File: config.mk
export PLATFORM = sky130hd
export DESIGN_NAME = xalu
export DESIGN_NICKNAME = d
export VERILOG_FILES = /design/src/rtl/xalu_pkg.sv /design/src/rtl/xalu_div.sv /design/src/rtl/xalu.sv
export SDC_FILE = /design/constraint.sdc
export NUM_CORES = 2
export LEC_CHECK = 0
export ABC_CLOCK_PERIOD_IN_PS = 14100
export BUFFER_PORTS_ARGS = -buffer_cell sky130_fd_sc_hd__buf_2
export CAP_MARGIN = 15
export CORE_MARGIN = 5
export CORE_UTILIZATION = 43
export CTS_CLUSTER_DIAMETER = 120
export CTS_CLUSTER_SIZE = 24
export DETAILED_ROUTE_END_ITERATION = 10
export GPL_ROUTABILITY_DRIVEN = 0
export PLACE_DENSITY = 0.62
export SYNTH_ARGS = -nofsm -noshare
export SYNTH_HDL_FRONTEND = slang
export SYNTH_SLANG_ARGS = --single-unit
File: constraint.sdc
create_clock -name clk -period 14.1 [get_ports clk]
set_input_delay 2.82 -clock clk [delete_from_list [all_inputs] [get_ports clk]]
set_output_delay 2.82 -clock clk [all_outputs]
set_load 0.01 [all_outputs]
File: src/rtl/xalu_pkg.sv
// Shared types and constants for the HI/LO multiply-divide unit.
package xalu_pkg;

    typedef enum logic [2:0] {
        OP_MULT  = 3'd0,
        OP_MULTU = 3'd1,
        OP_DIV   = 3'd2,
        OP_DIVU  = 3'd3,
        OP_MTHI  = 3'd4,
        OP_MTLO  = 3'd5,
        OP_MUL   = 3'd6
    } xalu_op_t;

    typedef enum logic [1:0] {
        IDLE    = 2'd0,
        MUL_RUN = 2'd1,
        DIV_RUN = 2'd2
    } xalu_state_t;

    localparam int DIV_ITERS = 32;

endpackage

File: src/rtl/xalu_div.sv
// Radix-2 restoring divider on unsigned magnitudes; done and the result are
// presented combinationally during the final iteration cycle.
module xalu_div
    import xalu_pkg::*;
(
    input  logic        clk,
    input  logic        resetn,
    input  logic        start,
    input  logic        abort,
    input  logic [31:0] dividend,
    input  logic [31:0] divisor,
    output logic        done,
    output logic [31:0] quotient,
    output logic [31:0] remainder
);

    logic [31:0] rem_q;
    logic [31:0] quo_q;
    logic [31:0] dvs_q;
    logic [5:0]  cnt;
    logic        run;
    logic [32:0] shifted;
    logic [32:0] diff;

    // One restoring step; the outputs are the post-step values.
    always_comb begin
        shifted   = {rem_q, quo_q[31]};
        diff      = shifted - {1'b0, dvs_q};
        remainder = diff[32] ? shifted[31:0] : diff[31:0];
        quotient  = {quo_q[30:0], ~diff[32]};
        done      = run && (cnt == 6'd1);
    end

    always_ff @(posedge clk or negedge resetn) begin
        if (!resetn) begin
            rem_q <= '0;
            quo_q <= '0;
            dvs_q <= '0;
            cnt   <= '0;
            run   <= 1'b0;
        end else if (abort) begin
            cnt   <= '0;
            run   <= 1'b0;
        end else if (start) begin
            rem_q <= '0;
            quo_q <= dividend;
            dvs_q <= divisor;
            cnt   <= 6'(DIV_ITERS);
            run   <= 1'b1;
        end else if (run) begin
            rem_q <= remainder;
            quo_q <= quotient;
            if (cnt != 6'd0) cnt <= cnt - 6'd1;
            if (done) run <= 1'b0;
        end
    end

endmodule

File: src/rtl/xalu.sv
// HI/LO execution unit: multi-cycle multiply, iterative divide, mthi/mtlo,
// with flush abort and a registered busy for the hazard unit.
module xalu
    import xalu_pkg::*;
#(
    parameter int MULT_CYCLES = 3
) (
    input  logic        clk,
    input  logic        resetn,
    input  logic        start,
    input  xalu_op_t    op,
    input  logic [31:0] src_a,
    input  logic [31:0] src_b,
    input  logic        flush,
    output logic        busy,
    output logic [31:0] hi,
    output logic [31:0] lo
);

    xalu_state_t state, state_n;
    xalu_op_t    op_q;
    logic [31:0] a_q, b_q;
    logic [63:0] prod_q, prod;
    logic [5:0]  cnt;
    logic        setup;
    logic        accept, mul_sgn, is_div;
    logic        mul_fin, div_fin;
    logic        sa, sb, dz;
    logic [31:0] mag_a, mag_b, q_fix, r_fix;
    logic        div_done;
    logic [31:0] div_q, div_r;

    assign accept  = start && !flush && (state == IDLE);
    assign mul_sgn = (op == OP_MULT) || (op == OP_MUL);
    assign is_div  = (op == OP_DIV) || (op == OP_DIVU);
    // Sign-extending to 64 bits makes one unsigned multiplier serve both forms.
    assign prod    = {{32{mul_sgn & src_a[31]}}, src_a} * {{32{mul_sgn & src_b[31]}}, src_b};

    assign sa    = (op_q == OP_DIV) && a_q[31];
    assign sb    = (op_q == OP_DIV) && b_q[31];
    assign dz    = (b_q == 32'd0);
    assign mag_a = sa ? 32'd0 - a_q : a_q;
    assign mag_b = sb ? 32'd0 - b_q : b_q;
    assign q_fix = (sa ^ sb) ? 32'd0 - div_q : div_q;
    assign r_fix = sa ? 32'd0 - div_r : div_r;

    assign mul_fin = (state == MUL_RUN) && (cnt == 6'd0) && !flush;
    assign div_fin = (state == DIV_RUN) && div_done && !flush;

    xalu_div u_div (
        .clk       (clk),
        .resetn    (resetn),
        .start     (setup && !flush),
        .abort     (flush),
        .dividend  (mag_a),
        .divisor   (mag_b),
        .done      (div_done),
        .quotient  (div_q),
        .remainder (div_r)
    );

    always_comb begin
        state_n = state;
        case (state)
            IDLE: begin
                if (accept) begin
                    if (is_div)
                        state_n = DIV_RUN;
                    else if (op == OP_MULT || op == OP_MULTU || op == OP_MUL)
                        state_n = MUL_RUN;
                end
            end
            MUL_RUN: if (flush || cnt == 6'd0) state_n = IDLE;
            DIV_RUN: if (flush || div_done) state_n = IDLE;
            default: state_n = IDLE;
        endcase
    end

    always_ff @(posedge clk or negedge resetn) begin
        if (!resetn) begin
            state  <= IDLE;
            busy   <= 1'b0;
            hi     <= '0;
            lo     <= '0;
            op_q   <= OP_MULT;
            a_q    <= '0;
            b_q    <= '0;
            prod_q <= '0;
            cnt    <= '0;
            setup  <= 1'b0;
        end else begin
            state <= state_n;
            busy  <= (state_n != IDLE);
            setup <= accept && is_div;
            if (accept) begin
                op_q   <= op;
                a_q    <= src_a;
                b_q    <= src_b;
                prod_q <= prod;
                cnt    <= 6'(MULT_CYCLES - 1);
                if (op == OP_MTHI) hi <= src_a;
                if (op == OP_MTLO) lo <= src_a;
            end else if (state == MUL_RUN && cnt != 6'd0) begin
                cnt <= cnt - 6'd1;
            end
            if (mul_fin) begin
                lo <= prod_q[31:0];
                if (op_q != OP_MUL) hi <= prod_q[63:32];
            end
            if (div_fin) begin
                lo <= dz ? 32'hFFFF_FFFF : q_fix;
                hi <= dz ? a_q : r_fix;
            end
        end
    end

endmodule

==> summary.txt <==
Run status
  – Status: completed

Worst setup path
  – Critical path buffer and inverter count: 4
  – Reg2Reg Setup Slack: 7.70 ns
  – Crit path kind: input pin to flip-flop
  – CP max stage cell: and2_1
  – Req. time, crit path: 14.50 ns
  – Critical path arrival: around 12 ns
  – CP Capture Type: flip-flop
  – Worst setup SP type: input pin
  – Reg2reg end: hi[28]
  – Crit Path Max Fanout: 12
  – Worst-case reg-to-reg path depth: 20
  – RR Startpoint: u_div.quo_q[31]
  – Most used cell, CP: fa_1
  – Peak per-stage delay on the critical path: 0.68 ns
  – Top delay family on crit path: adder cells

Yosys
  – Synth warn: 0
  – Syn_nets: a little under 8000
  – Post-synthesis mux area share: roughly 1.8%
  – Most frequent cell after synthesis: nand2_1
  – Mapped Cells: approximately 6400
  – Async SR Flop Fraction: 100.0%
  – Primary FF master, synth: dfrtp_1
  – Top post-synthesis cells by count: nand2_1, inv_1, fa_1, clkbuf_1, and2_1
  – Simple-gate share of the synthesized area: 16.45%
  – Register area share after synthesis: 13.73%
  – Avg Synthesized Cell Area: 8.816 µm²
  – Compound-gate portion of the synthesized area: 8.338%
  – Post-synth EDFFs: 0
  – Adder-cell area share of the yosys netlist: a little under half
  – Largest family of logic cells by synthesized area: adder cells
  – Flops & latches, synth: roughly 310
  – Largest area contributor in the netlist: fa_1
  – Post-Syn Area: approximately 0.056 mm²
  – Unique masters post-synth: between 90 and 100
  – Synth top area share: between 40% and 50%
  – Synth Area in XOR/XNOR: under 10%
  – Top post-synthesis cells by area: fa_1, dfrtp_1, nand2_1

CTS
  – Clk slew on worst S/H paths: about 0.1 ns
  – Clk_lat worst skew: between 0.5 and 0.6 ns
  – Clock Tree Buf Depth: 3
  – Cts hold-fix bufs: 0
  – CTS root buffer: clkbuf_16
  – Post-CTS Setup Bufs: 0
  – Post-CTS sizing: 0
  – Clock sink count: 308
  – H-tree levels: 1
  – Cts bufs inserted: 16
  – TritonCTS clock tree: done

Final layout
  – Layout area overhead: 4.396%
  – Layout Nets: between 7000 and 8000
  – Filler cell count: approximately 13000
  – Layout Cells excl Fill: approximately 8000
  – Share of layout cells above drive strength 1: 5.034%
  – FF/Latch Area: 0.007707 mm²
  – Area of the multi-input gates: around 0.043 mm²

Place
  – Place WS: approximately 2 ns
  – Placed instance count: about 7900
  – I/O Buffers: 135
  – Post-DP HPWL: 133200 µm

Timing
  – Final hold violations: 0
  – Setup TNS: 0 ns
  – Fin Clk Skew: around 0.019 ns
  – Final setup fails: 0
  – RSZ-0062 raised after global routing: false
  – Final WS setup: between 2 and 3 ns
  – Rel. slew slack: a little under a quarter
  – Tmin final: roughly 11 ns
  – Worst-margin pin slew: roughly 1.1 ns
  – Final Max Tran Viols: 0
  – Tcrit/Tclk final: roughly four fifths
  – Fmax: a little under 90 MHz

Hold path
  – Hold Crit Endpoint: lo[19]
  – Hold path startpoint: lo[19]
  – Hold Path Cell Cnt: 2
  – Hold Crit Class: flip-flop to flip-flop

Detailed routing
  – Drc violations: 0
  – Antenna viol nets, final: 0
  – Routed wire length per instance: around 22 µm
  – Total iterations of the first detailed-routing run: 5
  – Drt total wl: about 170000 µm
  – DRT iter0 DRCs: about 3500
  – Post-DR vias/cell: 5.436
  – Via count: roughly 43000

Floorplan
  – Row Count: about 130
  – Total core area: ~0.13 mm²
  – Die X: 371.4 µm
  – IO Pins: between 100 and 150
  – Initial core utilization: between 40% and 50%
  – Die H: 371.4 µm
  – Die footprint: roughly 0.14 mm²

Global routing
  – First-pass GRT wire length: between 200000 and 300000 µm
  – Largest net degree at the start of global routing: a little over 100
  – GRT Residual Overflow: 0
  – Vias in the first global route: ~45000
  – Initial antenna violation count: 21
  – Total GRT Usage: approximately 25%

Run
  – Max-Cap Viols: 0
-- worst register-to-register path, delay by kind of cell (launching register included) --
family | cells | cell delay, ns
flops | 1 | 0.46
compound gates | 6 | 1.86
buf+inv | 4 | 0.83
mux | 1 | 0.39
simple gates | 6 | 1.77
fa+ha+maj | 3 | 0.94
-- how the worst max path moves through the flow --
stage	from	to	slack [ns]	cells past startpoint
CTS	op[2]	prod_q[58]	2.57	28
detailed placement	op[2]	prod_q[58]	2.04	28
global route	op[2]	prod_q[58]	2.13	28
global placement	op[2]	prod_q[58]	2.18	30
finish	op[2]	prod_q[58]	2.61	28
floorplan	op[2]	prod_q[62]	3.34	30
-- flip-flops by register name, indices dropped and copies added (netlist names) --
register,count
b_q,32
prod_q,64
lo,32
op_q,3
u_div.dvs_q,32
setup,1
state,2
u_div.quo_q,32
hi,32
u_div.rem_q,32
a_q,32
u_div.cnt,6
u_div.run,1
cnt,6
busy,1
-- cells by family after synthesis --
| group | Yosys count |
|---|---|
| AO/OA/AOI/OAI | 739 |
| multiplexers | 95 |
| AND/OR/NAND/NOR | 2061 |
| buffers and inverters | 1573 |
| adder cells (fa/ha/maj) | 1377 |
| XOR/XNOR | 217 |
| flip-flops | 308 |
-- cells in the final DEF (no fill, tap or decap), drive strengths merged, types with 47 or more instances in the layout --
master and instances:
xor2 88, buf 214, xnor2 129, mux2i 62, inv 1169, ha 251
nand2 1250, nor3 48, a21oi 155, dfrtp 308, nor2 216, fa 1126
and2 338, a21o 54, a211oi 47, a31oi 54, o21ai 226
-- area by class of cell --
| type | instances | area share [%] |
|---|---|---|
| Clock inverter | 1 | 0.05122 |
| Timing Repair Buffer | 214 | 2.181 |
| Sequential cell | 308 | 13.15 |
| Inverter | 1169 | 7.485 |
| Tap cell | 1742 | 3.718 |
| Multi-Input combinational cell | 4489 | 72.64 |
| Clock buffer | 17 | 0.7257 |
| Antenna cell | 13 | 0.05549 |
-- through the flow --
stage	cell area [µm²]	utilization, %	hold slack (ns)
finish	58620	45.22	0.4814
floorplan	56160	-	0.4385
CTS	58590	45.19	0.4811
global placement	58140	44.84	0.4543
detailed placement	58140	44.84	0.4600
global route	58600	45.20	0.5042
-- metal layers --
| metal | global-route usage (%) | part of all wire [%] |
|---|---|---|
| met5 | 0 | 0.020 |
| met4 | 8.347 | 3.9 |
| met3 | 4.396 | 8.5 |
| met2 | 39.28 | 45 |
| met1 | 35.35 | 43 |
Power is not shown: default switching activity piles up to over one toggle a cycle in this logic, so the estimate is an artifact.
